<file path="config.mk">
export PLATFORM = sky130hd
export DESIGN_NAME = dual_grant_arbiter
export DESIGN_NICKNAME = d
export VERILOG_FILES = /design/src/rtl/dual_arb_pkg.sv /design/src/rtl/rr_dual_pick.sv /design/src/rtl/dual_grant_arbiter.sv
export SDC_FILE = /design/constraint.sdc
export NUM_CORES = 1
export LEC_CHECK = 0
export ABC_AREA = 1
export CORE_ASPECT_RATIO = 2
export CORE_MARGIN = 8
export CORE_UTILIZATION = 50
export DETAILED_ROUTE_END_ITERATION = 10
export PLACE_DENSITY = 0.69
export SYNTH_ARGS = -nofsm -noshare
export SYNTH_HDL_FRONTEND = slang
export SYNTH_SLANG_ARGS = --single-unit
</file>
<file path="constraint.sdc">
create_clock -name clk -period 6.6 [get_ports clk]
set_clock_uncertainty 0.2 [all_clocks]
set_input_delay 1.65 -clock clk [delete_from_list [all_inputs] [get_ports clk]]
set_output_delay 1.65 -clock clk [all_outputs]
set_load 0.005 [all_outputs]
</file>
<file path="src/rtl/dual_arb_pkg.sv">
// Shared types and defaults for the dual-channel round-robin arbiter.
package dual_arb_pkg;

   localparam int N_REQ_DEF    = 12;
   localparam int MAX_HOLD_DEF = 16;
   localparam int ID_W_MAX     = 4;   // enough for 16 requesters
   localparam int CNT_W        = 16;

   typedef enum logic {
      IDLE  = 1'b0,
      GRANT = 1'b1
   } ch_state_t;

   typedef struct packed {
      logic                valid;
      logic [ID_W_MAX-1:0] id;
      logic [CNT_W-1:0]    hold_cnt;
   } ch_t;

endpackage

</file>
<file path="src/rtl/rr_dual_pick.sv">
// Finds the first two set bits of eligible in circular order starting at ptr.
// Purely combinational: rotate so ptr sits at bit 0, scan upward, rotate indices back.
module rr_dual_pick #(
   parameter int N_REQ = 12,
   parameter int ID_W  = $clog2(N_REQ)
) (
   input  logic [N_REQ-1:0] eligible,
   input  logic [ID_W-1:0]  ptr,
   output logic             first_vld,
   output logic [ID_W-1:0]  first_idx,
   output logic             second_vld,
   output logic [ID_W-1:0]  second_idx
);

   localparam logic [ID_W:0] N_L = (ID_W+1)'(N_REQ);

   logic [N_REQ-1:0] rot;
   logic [ID_W-1:0]  f_rot;
   logic [ID_W-1:0]  s_rot;

   function automatic logic [ID_W-1:0] wrap_add(input logic [ID_W-1:0] a, input logic [ID_W-1:0] b);
      logic [ID_W:0] s;
      s = {1'b0, a} + {1'b0, b};
      if (s >= N_L) s = s - N_L;
      return s[ID_W-1:0];
   endfunction

   always_comb begin
      rot = '0;
      for (int i = 0; i < N_REQ; i++) begin
         rot[i] = eligible[wrap_add(ID_W'(i), ptr)];
      end
   end

   always_comb begin
      first_vld  = 1'b0;
      second_vld = 1'b0;
      f_rot      = '0;
      s_rot      = '0;
      for (int i = 0; i < N_REQ; i++) begin
         if (rot[i]) begin
            if (!first_vld) begin
               first_vld = 1'b1;
               f_rot     = ID_W'(i);
            end else if (!second_vld) begin
               second_vld = 1'b1;
               s_rot      = ID_W'(i);
            end
         end
      end
      first_idx  = wrap_add(f_rot, ptr);
      second_idx = wrap_add(s_rot, ptr);
   end

endmodule

</file>
<file path="src/rtl/dual_grant_arbiter.sv">
// Round-robin arbiter granting two shared channels (A, B) to N_REQ level requesters.
// Grant and release take effect one edge after req changes; a grant held too long is revoked and masked.
module dual_grant_arbiter
   import dual_arb_pkg::*;
#(
   parameter int N_REQ    = N_REQ_DEF,
   parameter int MAX_HOLD = MAX_HOLD_DEF,
   parameter int ID_W     = $clog2(N_REQ)
) (
   input  logic             clk,
   input  logic             reset,
   input  logic [N_REQ-1:0] req,
   output logic [N_REQ-1:0] gnt,
   output logic             a_valid,
   output logic [ID_W-1:0]  a_id,
   output logic             b_valid,
   output logic [ID_W-1:0]  b_id,
   output logic             timeout
);

   localparam logic [CNT_W-1:0] HOLD_LAST = (MAX_HOLD == 0) ? '1 : CNT_W'(MAX_HOLD - 1);
   localparam logic [ID_W:0]    N_L       = (ID_W+1)'(N_REQ);

   ch_state_t        st_q [2];
   ch_state_t        st_d [2];
   ch_t              ch_q [2];
   ch_t              ch_d [2];
   logic [N_REQ-1:0] gnt_q, gnt_d;
   logic [N_REQ-1:0] mask_q, mask_d;
   logic [ID_W-1:0]  ptr_q, ptr_d;
   logic             timeout_q, timeout_d;

   logic [N_REQ-1:0] eligible;
   logic             first_vld, second_vld;
   logic [ID_W-1:0]  first_idx, second_idx;
   logic [1:0]       drop, expire;
   logic             grant_a, grant_b, grant_two;
   logic [ID_W-1:0]  b_idx, last_idx;
   logic [ID_W:0]    ptr_nxt;

   assign eligible = req & ~gnt_q & ~mask_q;

   rr_dual_pick #(
      .N_REQ (N_REQ),
      .ID_W  (ID_W)
   ) u_pick (
      .eligible   (eligible),
      .ptr        (ptr_q),
      .first_vld  (first_vld),
      .first_idx  (first_idx),
      .second_vld (second_vld),
      .second_idx (second_idx)
   );

   always_comb begin
      drop   = '0;
      expire = '0;
      for (int c = 0; c < 2; c++) begin
         if (st_q[c] == GRANT) begin
            if (!req[ch_q[c].id[ID_W-1:0]]) begin
               drop[c] = 1'b1;
            end else if (MAX_HOLD != 0 && ch_q[c].hold_cnt == HOLD_LAST) begin
               expire[c] = 1'b1;
            end
         end
      end
   end

   always_comb begin
      // Allocation only sees channels idle before this edge, so a freed channel waits one cycle.
      grant_a   = first_vld && (st_q[0] == IDLE);
      grant_two = second_vld && (st_q[0] == IDLE) && (st_q[1] == IDLE);
      grant_b   = (first_vld && (st_q[0] == GRANT) && (st_q[1] == IDLE)) || grant_two;
      b_idx     = (st_q[0] == IDLE) ? second_idx : first_idx;

      for (int c = 0; c < 2; c++) begin
         st_d[c] = st_q[c];
         ch_d[c] = ch_q[c];
         if (st_q[c] == GRANT) begin
            if (drop[c] || expire[c]) begin
               st_d[c]       = IDLE;
               ch_d[c].valid = 1'b0;
            end else if (ch_q[c].hold_cnt != HOLD_LAST) begin
               ch_d[c].hold_cnt = ch_q[c].hold_cnt + CNT_W'(1);
            end
         end
      end

      if (grant_a) begin
         st_d[0] = GRANT;
         ch_d[0] = '{valid: 1'b1, id: ID_W_MAX'(first_idx), hold_cnt: '0};
      end
      if (grant_b) begin
         st_d[1] = GRANT;
         ch_d[1] = '{valid: 1'b1, id: ID_W_MAX'(b_idx), hold_cnt: '0};
      end

      last_idx = grant_two ? second_idx : first_idx;
      ptr_nxt  = {1'b0, last_idx} + (ID_W+1)'(1);
      if (ptr_nxt == N_L) ptr_nxt = '0;
      ptr_d = (grant_a || grant_b) ? ptr_nxt[ID_W-1:0] : ptr_q;

      mask_d = mask_q & req;
      for (int c = 0; c < 2; c++) begin
         if (expire[c]) mask_d[ch_q[c].id[ID_W-1:0]] = 1'b1;
      end
      timeout_d = |expire;

      gnt_d = '0;
      for (int c = 0; c < 2; c++) begin
         if (ch_d[c].valid) gnt_d[ch_d[c].id[ID_W-1:0]] = 1'b1;
      end
   end

   always_ff @(posedge clk) begin
      if (reset) begin
         st_q      <= '{IDLE, IDLE};
         ch_q      <= '{default: '0};
         gnt_q     <= '0;
         mask_q    <= '0;
         ptr_q     <= '0;
         timeout_q <= 1'b0;
      end else begin
         st_q      <= st_d;
         ch_q      <= ch_d;
         gnt_q     <= gnt_d;
         mask_q    <= mask_d;
         ptr_q     <= ptr_d;
         timeout_q <= timeout_d;
      end
   end

   assign gnt     = gnt_q;
   assign a_valid = ch_q[0].valid;
   assign a_id    = ch_q[0].id[ID_W-1:0];
   assign b_valid = ch_q[1].valid;
   assign b_id    = ch_q[1].id[ID_W-1:0];
   assign timeout = timeout_q;

endmodule

</file>
Yosys cells after proc, flatten, opt, wreduce, memory -nomap -nowiden

Index checks and enable logic that the tools add are counted.

$lt $le $gt $ge: 34
Add/sub/neg operators: 30
Bitwise operators: 12
Reduce and logical (&&, ||, !) cells: 18
Equal/unequal tests: 5
Muxes and demuxes: 173

Operators with widths:

| kind                    | count |
|---|---|
| $mux W4                 | 69 |
| $mux W16                | 6 |
| $lt A4 B5 Y1 const B    | 16 |
| $mux W1                 | 74 |
| $ge A5 B4 Y1 const B    | 13 |
| $bmux W1 S4             | 14 |
| $sub A4 B4 Y4 const B   | 14 |
| $mux W12                | 4 |
| $mux W21                | 2 |
| $and A12 B12 Y12        | 3 |
| $or A12 B12 Y12         | 3 |
| $add A16 B1 Y16 const B | 2 |
| $eq A16 B4 Y1 const B   | 2 |
| $ne A16 B4 Y1 const B   | 2 |
| $not A12 Y12            | 2 |
| $add A3 B4 Y5 const A   | 4 |
| $add A4 B4 Y5 const A   | 4 |
| $demux W1 S4            | 4 |
| $ge A4 B1 Y1 const B    | 4 |
| $add A2 B4 Y5 const A   | 2 |
| $add A4 B4 Y5           | 2 |
| $logic_and A1 B1 Y1     | 9 |
| $reduce_and A3 Y1       | 2 |
| $reduce_or A2 Y1        | 3 |
| 6 further kinds         | 12 |

Bits in registers: 73
Input bits: 14
Logic and storage cells: 284
Output and inout port bits: 23

Logic depth before layout (Yosys ltp)

Gate-level depths: netlist (run 1).

Word-level depth: 49
Mapped depth: 49
Depth with buffers taken out: 48

By module

From an unflattened synthesis (run 1), not the netlist that was laid out.

Cell total of the unflattened synthesis: 1,178
Area total of the unflattened synthesis: 7,118.1 um^2

By module, submodules not included:

| module             | instances | cells each | area an instance (um^2) | seq. area each (um^2) |
|---|---|---|---|---|
| dual_grant_arbiter | 1         | 714        | 4,574.4                 | 1,461.4 |
| rr_dual_pick       | 1         | 464        | 2,543.7                 | 0.0 |

Worst setup path after synthesis (run 1)

OpenSTA, ideal clock, no wires.

Path kind: input port to flip-flop
Start point: input port req[8]
End point: register gnt_q[11] (netlist: gnt[11])
Path buffers: 0
Stages: 43
Path slack: 0.569 ns
Setup time: 0.071 ns
Arrival time: 5.760 ns
Required time: 6.329 ns
Cells stage by stage: inv_1 > nor2_1 > nand2_1 > nand2_1 > nand2_1 > nand2_1 > nand2_1 > nor2_1 > inv_1 > a22oi_1 > o21a_1 > inv_1 > ha_1 > nand3_4 > nor2_8 > nand2_4 > nor2_4 > nand2_4 > [7 not listed] > nand3_1 > nand3_1 > xor2_1 > inv_1 > ha_1 > a211oi_1 > nand2_1 > inv_1 > nand2_1 > o21ai_0 > nand2_1 > nand2_1 > nand2_1 > o21ai_4 > nand2_1 > nor2_1 > nand2_1 > a21oi_1

Longest elaborated chain between the ends: 48
Elaborated cells between the ends (all ways): 162
Classes of those cells: add/sub (4); order compare (6); mux (139); bitwise (3); reduce/logical (10)

RTL lines:

| element                                                            | RTL line                  | text |
|---|---|---|
| start: declaration                                                 | dual_grant_arbiter.sv:12  | `input logic [N_REQ-1:0] req,` |
| $and A12 B12 Y12 (2 in a row)                                      | dual_grant_arbiter.sv:41  | `assign eligible = req & ~gnt_q & ~mask_q;` |
| $bmux W1 S4                                                        | rr_dual_pick.sv:31        | `rot[i] = eligible[wrap_add(ID_W'(i), ptr)];` |
| $mux W1 (not written as such)                                      | rr_dual_pick.sv:31        |  |
| $mux W1                                                            | rr_dual_pick.sv:41        | `if (rot[i]) begin` |
| $mux W1                                                            | rr_dual_pick.sv:42        | `if (!first_vld) begin` |
| $mux W4 or $mux W1 (tied branches)                                 | rr_dual_pick.sv:41        |  |
| $mux W4                                                            | rr_dual_pick.sv:45        | `end else if (!second_vld) begin` |
| $mux W4                                                            | rr_dual_pick.sv:42        |  |
| [31 not listed]                                                    | -                         |  |
| $mux W4                                                            | dual_grant_arbiter.sv:74  | `b_idx = (st_q[0] == IDLE) ? second_idx : first_idx;` |
| $mux W21                                                           | dual_grant_arbiter.sv:93  | `if (grant_b) begin` |
| $lt A4 B5 Y1 (not written as such) or $ge A4 B1 Y1 (tied branches) | dual_grant_arbiter.sv:111 | `if (ch_d[c].valid) gnt_d[ch_d[c].id[ID_W-1:0]] = 1'b1;` |
| $logic_and A1 B1 Y1 (not written as such)                          | dual_grant_arbiter.sv:111 |  |
| $mux W1 (not written as such)                                      | dual_grant_arbiter.sv:111 |  |
| $demux W1 S4                                                       | dual_grant_arbiter.sv:111 |  |
| $or A12 B12 Y12 (no line)                                          | -                         |  |
| $mux W12 (*)                                                       | dual_grant_arbiter.sv:111 |  |
| end signal: assignment                                             | dual_grant_arbiter.sv:126 | `gnt_q <= gnt_d;` |
| end: declaration                                                   | dual_grant_arbiter.sv:28  | `logic [N_REQ-1:0] gnt_q, gnt_d;` |

Mark *: on every way between the ends. The rest lies on a longest branch, timed or not. The select of a mux whose other input is x is not followed.
A chain may end at the register's enable or synchronous reset.

Worst setup path after layout (run 1)

Start point: input port req[4]
End point: register gnt_q[0] (netlist: gnt[0])

Same word-level chain as after synthesis.

==> run_summary.xml, run 1 <==
<?xml version="1.0" encoding="UTF-8"?>
<metrics>
  <group name="status">
    <metric name="outcome" unit="">complete, no violations</metric>
  </group>
  <group name="synthesis">
    <metric name="synth_top_area_share" unit="%">22.86</metric>
    <metric name="synth_top_flop_cell" unit="">sky130_fd_sc_hd__dfxtp_1</metric>
    <metric name="async_reset_ff_share" unit="%">0</metric>
    <metric name="syn_area" unit="µm²">6394</metric>
    <metric name="avgSynthCellArea" unit="µm²">6.305</metric>
    <metric name="syn-instance-count" unit="">1014</metric>
    <metric name="synth.most_common_cell" unit="">sky130_fd_sc_hd__nand2_1</metric>
    <metric name="post_synth_num_cell_types" unit="">56</metric>
    <metric name="ys.warnings.count" unit="">0</metric>
    <metric name="synth-seq-area-share" unit="%">22.86</metric>
    <metric name="synthesis.nets" unit="">1069</metric>
    <metric name="ffs_latches_synth" unit="">73</metric>
    <metric name="netlist.top_cell.by_area" unit="">sky130_fd_sc_hd__dfxtp_1</metric>
    <metric name="ys_top_cells_by_count" unit="">sky130_fd_sc_hd__nand2_1, sky130_fd_sc_hd__inv_1, sky130_fd_sc_hd__nand3_1, sky130_fd_sc_hd__nor2_1, sky130_fd_sc_hd__dfxtp_1</metric>
    <metric name="yosys-top-cells-area" unit="">sky130_fd_sc_hd__dfxtp_1, sky130_fd_sc_hd__nand2_1, sky130_fd_sc_hd__inv_1</metric>
    <metric name="synth_edf_count" unit="">0</metric>
  </group>
  <group name="flow_run">
    <metric name="drv.max_cap_violation_count" unit="">0</metric>
  </group>
  <group name="min_path">
    <metric name="hold-path-endpoint" unit="">ch_q[7]</metric>
    <metric name="hold_path_startpoint" unit="">ch_q[7]</metric>
    <metric name="hold_path_depth" unit="">2</metric>
    <metric name="hold_path.class" unit="">reg -&gt; reg</metric>
  </group>
  <group name="layout">
    <metric name="antennaDiodeCount" unit="">0</metric>
    <metric name="area_delta_synth_final" unit="%">24.07</metric>
    <metric name="finalNetCount" unit="">1172</metric>
    <metric name="post_route_cells_drive_above_1_share" unit="%">20.23</metric>
    <metric name="fillers" unit="">1208</metric>
    <metric name="final_design_area_no_fill" unit="µm²">7933</metric>
  </group>
  <group name="placement">
    <metric name="dpl_cell_area" unit="µm²">7293</metric>
    <metric name="port_buffer_cells" unit="">36</metric>
    <metric name="gp_routability_congestion" unit="">1.004</metric>
    <metric name="hpwlAfterDp" unit="µm">14990</metric>
  </group>
  <group name="routing">
    <metric name="post_drt_via_cell_ratio" unit="">5.347</metric>
    <metric name="final_antenna_net_count" unit="">0</metric>
    <metric name="drc" unit="">0</metric>
    <metric name="detailedRoute.firstPassIterationCount" unit="">5</metric>
    <metric name="dr.first_iter.drc_count" unit="">314</metric>
    <metric name="wl" unit="µm">18660</metric>
    <metric name="post_drt_wl_per_cell" unit="µm">14.67</metric>
    <metric name="detailroute.via_count" unit="">6801</metric>
  </group>
  <group name="critical_path">
    <metric name="worst_setup_path_start_kind" unit="">primary input</metric>
    <metric name="worstReg2RegStart" unit="">ptr_q[0]</metric>
    <metric name="regToRegEndpoint" unit="">gnt[0]</metric>
    <metric name="ff2ff_setup_slack" unit="ns">0.64</metric>
    <metric name="critical_path.slowest_cell" unit="">sky130_fd_sc_hd__clkdlybuf4s50_1</metric>
    <metric name="reg2regPathDepth" unit="">34</metric>
    <metric name="path_common_cell" unit="">sky130_fd_sc_hd__nand2_2</metric>
    <metric name="critical_path_class" unit="">in -&gt; reg</metric>
    <metric name="timing.critical_path.depth" unit="">34</metric>
    <metric name="worstPathArrival" unit="ns">6.42</metric>
    <metric name="worst_setup_end_kind" unit="">register</metric>
    <metric name="cp_data_required_time" unit="ns">6.68</metric>
    <metric name="path_delay_family" unit="">simple AND/OR/NAND/NOR gates</metric>
    <metric name="path_buf_inv" unit="">4</metric>
    <metric name="timing.critical_path.slowest_cell_delay" unit="ns">0.45</metric>
    <metric name="critPathMaxFanout" unit="">6</metric>
  </group>
  <group name="sta">
    <metric name="timing.slew.headroom" unit="%">60.43</metric>
    <metric name="min_period_over_period" unit="%">96.19</metric>
    <metric name="tightestPinTransition" unit="ns">0.5899</metric>
    <metric name="top_achievable_clock_speed" unit="MHz">157.5</metric>
    <metric name="final-hold-violation-count" unit="">0</metric>
    <metric name="fin_crit" unit="ns">6.349</metric>
    <metric name="setup-violations-final" unit="">0</metric>
    <metric name="final-max-slew-violation-count" unit="">0</metric>
  </group>
  <group name="floorplanning">
    <metric name="chipWidth" unit="µm">95.96</metric>
    <metric name="fp.coreArea" unit="µm²">12550</metric>
    <metric name="dieHeight" unit="µm">175.9</metric>
    <metric name="io_pins" unit="">37</metric>
    <metric name="fp.dieArea" unit="µm²">16880</metric>
    <metric name="std_cell_rows" unit="">58</metric>
    <metric name="initial_core_util" unit="%">50.93</metric>
  </group>
  <group name="clock_tree">
    <metric name="clk_path_buf_depth" unit="">2</metric>
    <metric name="ctsHtreeMaxLevel" unit="">3</metric>
    <metric name="clk_latency" unit="ns">0.34</metric>
    <metric name="cts_tree" unit="">yes</metric>
    <metric name="path_clk_slew" unit="ns">0.06</metric>
    <metric name="numCtsBuffers" unit="">9</metric>
    <metric name="cts.sink_count" unit="">73</metric>
    <metric name="clock_tree.root_cell" unit="">sky130_fd_sc_hd__clkbuf_16</metric>
    <metric name="cts.hold.buffers_added" unit="">0</metric>
  </group>
  <group name="grt">
    <metric name="via_count_of_the_first_global_routing_pass" unit="">6670</metric>
    <metric name="grt_antenna_before_repair" unit="">0</metric>
    <metric name="global_route.usage.total" unit="%">22.39</metric>
    <metric name="first_pass_grt_wire_length" unit="µm">29790</metric>
    <metric name="global_route.overflow_total" unit="">0</metric>
    <metric name="grt_start_max_net_pins" unit="">26</metric>
  </group>
</metrics>
metal layers:
layer / vias up / global-route usage (%) / share of wire [%]
met5: - / 0 / 0
met4: 0 / 15.82 / 7.2
met3: 81 / 3.122 / 3.2
met2: 149 / 43.90 / 56
met1: 3109 / 19.18 / 34
li1: 3462 / - / -
worst reg2reg max path: cells and delay by family (launching register included):
kind / cells / cell delay (ns)
buf+inv: 3 / 0.40
simple gates: 16 / 1.60
fa+ha+maj: 5 / 1.37
xor+xnor: 3 / 0.53
mux: 1 / 0.36
flops: 1 / 0.53
compound gates: 6 / 0.88
registers in the layout, indices dropped and copies added, names as in the netlist:
signal,count
b_valid,1
ch_q,32
a_valid,1
b_id,4
timeout,1
gnt,12
mask_q,12
st_q,2
ptr_q,4
a_id,4
placed cells by master (no fill, tap or decap), drive strengths merged, types with 5 or more instances in the layout:
master and n:
a22oi 6, clkinv 5, o22ai 6, clkdlybuf4s50 27, nor2 87, xor2 12, clkbuf 9, dfxtp 73
inv 178, nor3b 7, or2 8, o21ai 55, buf 77, a21oi 47, nand3 84, nand4 15
xnor2 8, dlymetal6s2s 9, nand2 302, nor4 7, ha 39, o221ai 16, nor3 18
what timing repair did:
action / 4_1_cts / 5_1_grt
endpoints found under the setup margin: 12 / 17
pin swaps: 0 / 45
buffers inserted: 0 / 10
hold endpoints to repair: 0 / 0
resized for setup: 5 / 79
logic make-up after synthesis:
group / Yosys count / share of synthesized area, %
muxes: 1 / 0.1761
AOI/OAI and AO/OA: 146 / 14.44
and+or+nand+nor: 533 / 38.26
xor gates and xnor gates: 20 / 3.092
DFF: 73 / 22.86
buffers and inverters: 200 / 12.92
adders and majority gates: 41 / 8.258
stage by stage:
step	std cells	worst slack (ns)	hold WS (ns)	TNS, ns	utilization (%)
2_1_floorplan	1014	0.5687	0.2520	0	-
3_3_place_gp	1246	-0.3782	0.2688	-4.808	58.09
3_5_place_dp	1246	-0.4176	0.2773	-5.620	58.09
4_1_cts	1262	0.002080	0.2869	0	60.55
5_1_grt	1272	-0.07310	0.3095	-0.2578	63.19
6_report	1272	0.2513	0.2847	0	63.19
layout make-up:
class | instances | area, µm² | area share, %
clock buffers | 9 | 225.2 | 2.839
repair buffers | 113 | 964.7 | 12.16
inverters | 179 | 676.9 | 8.533
clock inverters | 7 | 76.32 | 0.9621
flip-flops and latches | 73 | 1461 | 18.42
well taps | 150 | 187.7 | 2.366
multi-input cells | 741 | 4340 | 54.72
how the worst max path moves through the flow:
stage | from | endpoint
finish | req[4] | gnt[0]
global route | req[4] | gnt[2]
CTS | req[10] | gnt[9]
detailed placement | req[10] | gnt[9]
global placement | req[8] | gnt[9]
floorplan | req[8] | gnt[11]
Power of run 1 is not shown: default switching activity piles up to over one toggle a cycle in this logic, so the estimate is an artifact.
==> inputs of run 2 (changes only) <==
Settings changed: SKIP_CTS_REPAIR_TIMING set to 1.
==> run 2 against run 1 <==
Compared with the run above:
- core utilization unchanged
- first-iteration DRC count is 7.6% lower
- critical path type unchanged
- fmax down 0.26%
- sequential share of layout area unchanged
- die area stayed put
- non-clock buffer count is 1 lower
==> run_summary.xml, run 2 (synthesis results as in run 1) <==
<?xml version="1.0" encoding="UTF-8"?>
<metrics>
  <group name="critical_path">
    <metric name="critPathMaxFanout" unit="">6</metric>
    <metric name="timing.critical_path.slowest_cell_delay" unit="ns">0.45</metric>
    <metric name="reg2regPathDepth" unit="">34</metric>
    <metric name="path_common_cell" unit="">sky130_fd_sc_hd__nand2_2</metric>
    <metric name="worst_setup_path_start_kind" unit="">primary input</metric>
    <metric name="critical_path_class" unit="">in -&gt; reg</metric>
    <metric name="worstPathArrival" unit="ns">6.44</metric>
    <metric name="cp_data_required_time" unit="ns">6.68</metric>
    <metric name="worst_setup_end_kind" unit="">register</metric>
    <metric name="critical_path.slowest_cell" unit="">sky130_fd_sc_hd__clkdlybuf4s50_1</metric>
  </group>
  <group name="routing">
    <metric name="post_drt_wl_per_cell" unit="µm">14.70</metric>
    <metric name="post_drt_via_cell_ratio" unit="">5.358</metric>
    <metric name="dr.first_iter.drc_count" unit="">290</metric>
    <metric name="final_antenna_net_count" unit="">0</metric>
    <metric name="wl" unit="µm">18680</metric>
    <metric name="detailedRoute.firstPassIterationCount" unit="">5</metric>
    <metric name="detailroute.via_count" unit="">6810</metric>
    <metric name="drc" unit="">0</metric>
  </group>
  <group name="floorplanning">
    <metric name="fp.coreArea" unit="µm²">12550</metric>
    <metric name="dieHeight" unit="µm">175.9</metric>
    <metric name="io_pins" unit="">37</metric>
    <metric name="chipWidth" unit="µm">95.96</metric>
    <metric name="fp.dieArea" unit="µm²">16880</metric>
    <metric name="std_cell_rows" unit="">58</metric>
    <metric name="initial_core_util" unit="%">50.93</metric>
  </group>
  <group name="layout">
    <metric name="area_delta_synth_final" unit="%">24.07</metric>
    <metric name="area_taken_by_multi_input_logic_gates" unit="µm²">4345</metric>
    <metric name="regMostFlops" unit="">ch_q</metric>
    <metric name="fillers" unit="">1208</metric>
    <metric name="final_design_area_no_fill" unit="µm²">7933</metric>
    <metric name="finalNetCount" unit="">1171</metric>
    <metric name="layout.cells.most_common" unit="">sky130_fd_sc_hd__nand2_1</metric>
    <metric name="mostFrequentLayoutCells" unit="">sky130_fd_sc_hd__nand2_1, sky130_fd_sc_hd__inv_1, sky130_fd_sc_hd__buf_4, sky130_fd_sc_hd__nand3_1, sky130_fd_sc_hd__dfxtp_1</metric>
    <metric name="sequential_cell_area" unit="µm²">1461</metric>
    <metric name="antennaDiodeCount" unit="">0</metric>
    <metric name="number_of_flip_flops_under_the_largest_register_name" unit="">32</metric>
    <metric name="post_route_cells_drive_above_1_share" unit="%">20.16</metric>
  </group>
  <group name="placement">
    <metric name="hpwlAfterDp" unit="µm">14990</metric>
    <metric name="gp_routability_congestion" unit="">1.004</metric>
    <metric name="port_buffer_cells" unit="">36</metric>
    <metric name="dpl_cell_area" unit="µm²">7293</metric>
  </group>
  <group name="grt">
    <metric name="grt_start_max_net_pins" unit="">26</metric>
    <metric name="grt_antenna_before_repair" unit="">0</metric>
    <metric name="via_count_of_the_first_global_routing_pass" unit="">6663</metric>
    <metric name="first_pass_grt_wire_length" unit="µm">29750</metric>
    <metric name="global_route.usage.total" unit="%">22.37</metric>
    <metric name="global_route.overflow_total" unit="">0</metric>
  </group>
  <group name="sta">
    <metric name="fin_crit" unit="ns">6.365</metric>
    <metric name="timing.slew.headroom" unit="%">60.47</metric>
    <metric name="min_period_over_period" unit="%">96.44</metric>
    <metric name="tightestPinTransition" unit="ns">0.5893</metric>
    <metric name="final-max-slew-violation-count" unit="">0</metric>
    <metric name="setup-violations-final" unit="">0</metric>
    <metric name="top_achievable_clock_speed" unit="MHz">157.1</metric>
    <metric name="setup_total_negative_slack" unit="ns">0</metric>
    <metric name="final-hold-violation-count" unit="">0</metric>
  </group>
  <group name="clock_tree">
    <metric name="cts_tree" unit="">yes</metric>
    <metric name="clock_tree.root_cell" unit="">sky130_fd_sc_hd__clkbuf_16</metric>
    <metric name="cts.sink_count" unit="">73</metric>
    <metric name="ctsHtreeMaxLevel" unit="">3</metric>
    <metric name="numCtsBuffers" unit="">9</metric>
    <metric name="clk_latency" unit="ns">0.34</metric>
    <metric name="clk_path_buf_depth" unit="">2</metric>
    <metric name="path_clk_slew" unit="ns">0.06</metric>
  </group>
  <group name="min_path">
    <metric name="hold_path_depth" unit="">2</metric>
    <metric name="hold_path.class" unit="">reg -&gt; reg</metric>
  </group>
  <group name="flow_run">
    <metric name="drv.max_cap_violation_count" unit="">0</metric>
  </group>
  <group name="status">
    <metric name="outcome" unit="">complete, no violations</metric>
  </group>
</metrics>
[run 2: changes by cell type in the layout (fill, tap and decap cells not counted)]
cell	previous run	this run
sky130_fd_sc_hd__buf_4	76	75
sky130_fd_sc_hd__clkdlybuf4s50_1	27	26
sky130_fd_sc_hd__dlymetal6s2s_1	9	10
sky130_fd_sc_hd__inv_1	154	155
sky130_fd_sc_hd__inv_2	20	19
sky130_fd_sc_hd__nand3_1	75	74
sky130_fd_sc_hd__nand3_2	8	9
sky130_fd_sc_hd__o21ai_0	32	33
sky130_fd_sc_hd__o21ai_1	14	13
[run 2: path summary, 6_finish.rpt]
kind              slack [ns]      from      end
hold reg to reg         0.28   ch_q[7]  ch_q[7]
setup reg to reg        0.59  ptr_q[0]   gnt[0]
hold / removal          0.28   ch_q[7]  ch_q[7]
setup / recovery        0.23    req[4]   gnt[0]
[run 2: through the flow]
| stage | hold WS [ns] | setup WS, ns | util [%] | cells |
|---|---|---|---|---|
| after floorplan | 0.2520 | 0.5687 | - | 1014 |
| after global placement | 0.2688 | -0.3782 | 58.09 | 1246 |
| after detailed placement | 0.2773 | -0.4176 | 58.09 | 1246 |
| after CTS | 0.2869 | -0.08235 | 60.49 | 1262 |
| after global routing | 0.3095 | -0.07718 | 63.19 | 1271 |
| final | 0.2847 | 0.2346 | 63.19 | 1271 |
[run 2: cell type report]
class                           instances  share of cell area, %
Clock buffer                            9                  2.839
Clock inverter                          7                 0.9621
Inverter                              179                  8.533
Multi-Input combinational cell        741                  54.78
Sequential cell                        73                  18.42
Tap cell                              150                  2.366
Timing Repair Buffer                  112                  12.10
[run 2: routing by layer]
| metal | vias up | part of all wire, % | track usage, % |
|---|---|---|---|
| met2 | 149 | 56 | 43.85 |
| met1 | 3120 | 34 | 19.16 |
| met3 | 79 | 2.9 | 3.122 |
| met5 | - | 0 | 0 |
| met4 | 0 | 7.3 | 15.82 |
| li1 | 3462 | - | - |
[run 2: critical path: cells and delay by family]
| family | cells | cell delay, ns |
|---|---|---|
| buffers and inverters | 4 | 0.84 |
| multiplexers | 1 | 0.36 |
| adder cells (fa/ha/maj) | 3 | 0.81 |
| AND/OR/NAND/NOR | 20 | 1.93 |
| XOR/XNOR | 1 | 0.17 |
| AO/OA/AOI/OAI | 5 | 0.65 |
Power of run 2 is left out for the same reason.
==> inputs of run 3 (changes only) <==
Settings changed: CORE_UTILIZATION 50 to 25, PLACE_DENSITY 0.69 to unset, SLEW_MARGIN set to 20.
==> run 3 against run 2 <==
Compared with the run above:
- final cell count is 15% higher
- via count is 2.2% lower
- highest routed layer unchanged
- hold slack lost 0.0025 ns
- critical endpoint is now gnt[1]
- fmax up 2.6%
- non-clock buffer count grew 6
==> run_summary.xml, run 3 (synthesis results as in run 1) <==
<?xml version="1.0" encoding="UTF-8"?>
<metrics>
  <group name="status">
    <metric name="outcome" unit="">complete, no violations</metric>
  </group>
  <group name="floorplanning">
    <metric name="initial_core_util" unit="%">25.13</metric>
    <metric name="chipWidth" unit="µm">129.1</metric>
    <metric name="fp.dieArea" unit="µm²">31260</metric>
    <metric name="io_pins" unit="">37</metric>
    <metric name="dieHeight" unit="µm">242.2</metric>
    <metric name="std_cell_rows" unit="">83</metric>
    <metric name="fp.coreArea" unit="µm²">25440</metric>
  </group>
  <group name="layout">
    <metric name="regMostFlops" unit="">ch_q</metric>
    <metric name="final_design_area_no_fill" unit="µm²">8267</metric>
    <metric name="antennaDiodeCount" unit="">0</metric>
    <metric name="mostFrequentLayoutCells" unit="">sky130_fd_sc_hd__nand2_1, sky130_fd_sc_hd__inv_1, sky130_fd_sc_hd__buf_4, sky130_fd_sc_hd__nand3_1, sky130_fd_sc_hd__dfxtp_1</metric>
    <metric name="number_of_flip_flops_under_the_largest_register_name" unit="">32</metric>
    <metric name="finish.cell_count_without_fillers" unit="">1467</metric>
    <metric name="layout.cells.most_common" unit="">sky130_fd_sc_hd__nand2_1</metric>
    <metric name="area_delta_synth_final" unit="%">29.30</metric>
    <metric name="finalNetCount" unit="">1177</metric>
    <metric name="post_route_cells_drive_above_1_share" unit="%">21.03</metric>
  </group>
  <group name="sta">
    <metric name="fin_crit" unit="ns">6.202</metric>
    <metric name="timing.slew.headroom" unit="%">63.08</metric>
    <metric name="min_period_over_period" unit="%">93.97</metric>
    <metric name="top_achievable_clock_speed" unit="MHz">161.2</metric>
    <metric name="tightestPinTransition" unit="ns">0.5524</metric>
    <metric name="setup-violations-final" unit="">0</metric>
    <metric name="final-max-slew-violation-count" unit="">0</metric>
    <metric name="final-hold-violation-count" unit="">0</metric>
  </group>
  <group name="placement">
    <metric name="hpwlAfterDp" unit="µm">14310</metric>
    <metric name="port_buffer_cells" unit="">36</metric>
    <metric name="placedCellCount" unit="">1443</metric>
    <metric name="dpl_cell_area" unit="µm²">7596</metric>
    <metric name="gp_routability_congestion" unit="">0.8834</metric>
  </group>
  <group name="critical_path">
    <metric name="critical_path.slowest_cell" unit="">sky130_fd_sc_hd__fa_2</metric>
    <metric name="worst_setup_end_kind" unit="">register</metric>
    <metric name="critPathMaxFanout" unit="">6</metric>
    <metric name="timing.critical_path.slowest_cell_delay" unit="ns">0.37</metric>
    <metric name="worstPathArrival" unit="ns">6.22</metric>
    <metric name="worst_setup_path_start_kind" unit="">primary input</metric>
    <metric name="path_common_cell" unit="">sky130_fd_sc_hd__nand2_1</metric>
    <metric name="cp_data_required_time" unit="ns">6.62</metric>
    <metric name="critical_path_class" unit="">in -&gt; reg</metric>
  </group>
  <group name="grt">
    <metric name="global_route.overflow_total" unit="">0</metric>
    <metric name="global_route.usage.total" unit="%">11.38</metric>
    <metric name="grt_antenna_before_repair" unit="">0</metric>
    <metric name="grt_start_max_net_pins" unit="">26</metric>
    <metric name="first_pass_grt_wire_length" unit="µm">29000</metric>
    <metric name="via_count_of_the_first_global_routing_pass" unit="">6191</metric>
  </group>
  <group name="clock_tree">
    <metric name="cts_tree" unit="">yes</metric>
    <metric name="clk_path_buf_depth" unit="">2</metric>
    <metric name="numCtsBuffers" unit="">9</metric>
    <metric name="path_clk_slew" unit="ns">0.05</metric>
    <metric name="ctsHtreeMaxLevel" unit="">3</metric>
    <metric name="cts.sink_count" unit="">73</metric>
    <metric name="clock_tree.root_cell" unit="">sky130_fd_sc_hd__clkbuf_16</metric>
    <metric name="clk_latency" unit="ns">0.34</metric>
  </group>
  <group name="routing">
    <metric name="wirelength_met1" unit="µm">8533</metric>
    <metric name="detailedRoute.firstPassIterationCount" unit="">5</metric>
    <metric name="met2WireLength" unit="µm">8367</metric>
    <metric name="wl" unit="µm">18100</metric>
    <metric name="dr.first_iter.drc_count" unit="">523</metric>
    <metric name="route.top_layer_used" unit="">met4</metric>
    <metric name="met3RoutedLength" unit="µm">839</metric>
    <metric name="post_drt_via_cell_ratio" unit="">4.541</metric>
    <metric name="drc" unit="">0</metric>
    <metric name="detailroute.via_count" unit="">6662</metric>
    <metric name="final_antenna_net_count" unit="">0</metric>
    <metric name="post_drt_wl_per_cell" unit="µm">12.34</metric>
  </group>
  <group name="min_path">
    <metric name="hold_path.class" unit="">reg -&gt; reg</metric>
  </group>
  <group name="flow_run">
    <metric name="drv.max_cap_violation_count" unit="">0</metric>
  </group>
</metrics>
[run 3: layout make-up]
cell class                      count  area, µm²
Timing Repair Buffer              118       1022
Sequential cell                    73       1463
Clock buffer                       12      256.5
Multi-Input combinational cell    741       4374
Inverter                          179      674.4
Fill cell                        2774      17180
Clock inverter                      4      51.30
Tap cell                          340      425.4
[run 3: worst paths after layout]
| check | start | end | slack (ns) | cells past startpoint |
|---|---|---|---|---|
| worst max register to register | ptr_q[1] | gnt[1] | 0.55 | 39 |
| worst min-delay path | ch_q[30] | ch_q[30] | 0.28 | 2 |
| worst min register to register | ch_q[30] | ch_q[30] | 0.28 | 2 |
| worst max-delay path | req[9] | gnt[1] | 0.40 | 42 |
[run 3: routing by layer]
metal / up-vias / GRT usage (%)
met1: 3031 / 14.71
met3: 27 / 1.918
li1: 3473 / -
met4: 0 / 3.965
met5: - / 0
met2: 131 / 18.45
[run 3: per-stage QoR]
| stage | util (%) | setup slack, ns | TNS (ns) | hold WS (ns) |
|---|---|---|---|---|
| finish | 32.49 | 0.3982 | 0 | 0.2822 |
| global route | 32.49 | -0.02174 | -0.02174 | 0.3079 |
| CTS | 31.06 | 0.009405 | 0 | 0.2855 |
| detailed placement | 29.85 | -0.3241 | -3.673 | 0.2693 |
| global placement | 29.85 | -0.2768 | -3.070 | 0.2694 |
| floorplan | - | 0.5687 | 0 | 0.2520 |
[run 3: worst max-delay path: cells and delay by family]
| family | cells | cell delay [ns] |
|---|---|---|
| xor gates and xnor gates | 2 | 0.37 |
| and+or+nand+nor | 26 | 2.18 |
| AOI/OAI and AO/OA | 4 | 0.52 |
| buffers and inverters | 6 | 0.55 |
| adders and majority gates | 4 | 0.92 |
Power of run 3 is left out for the same reason.
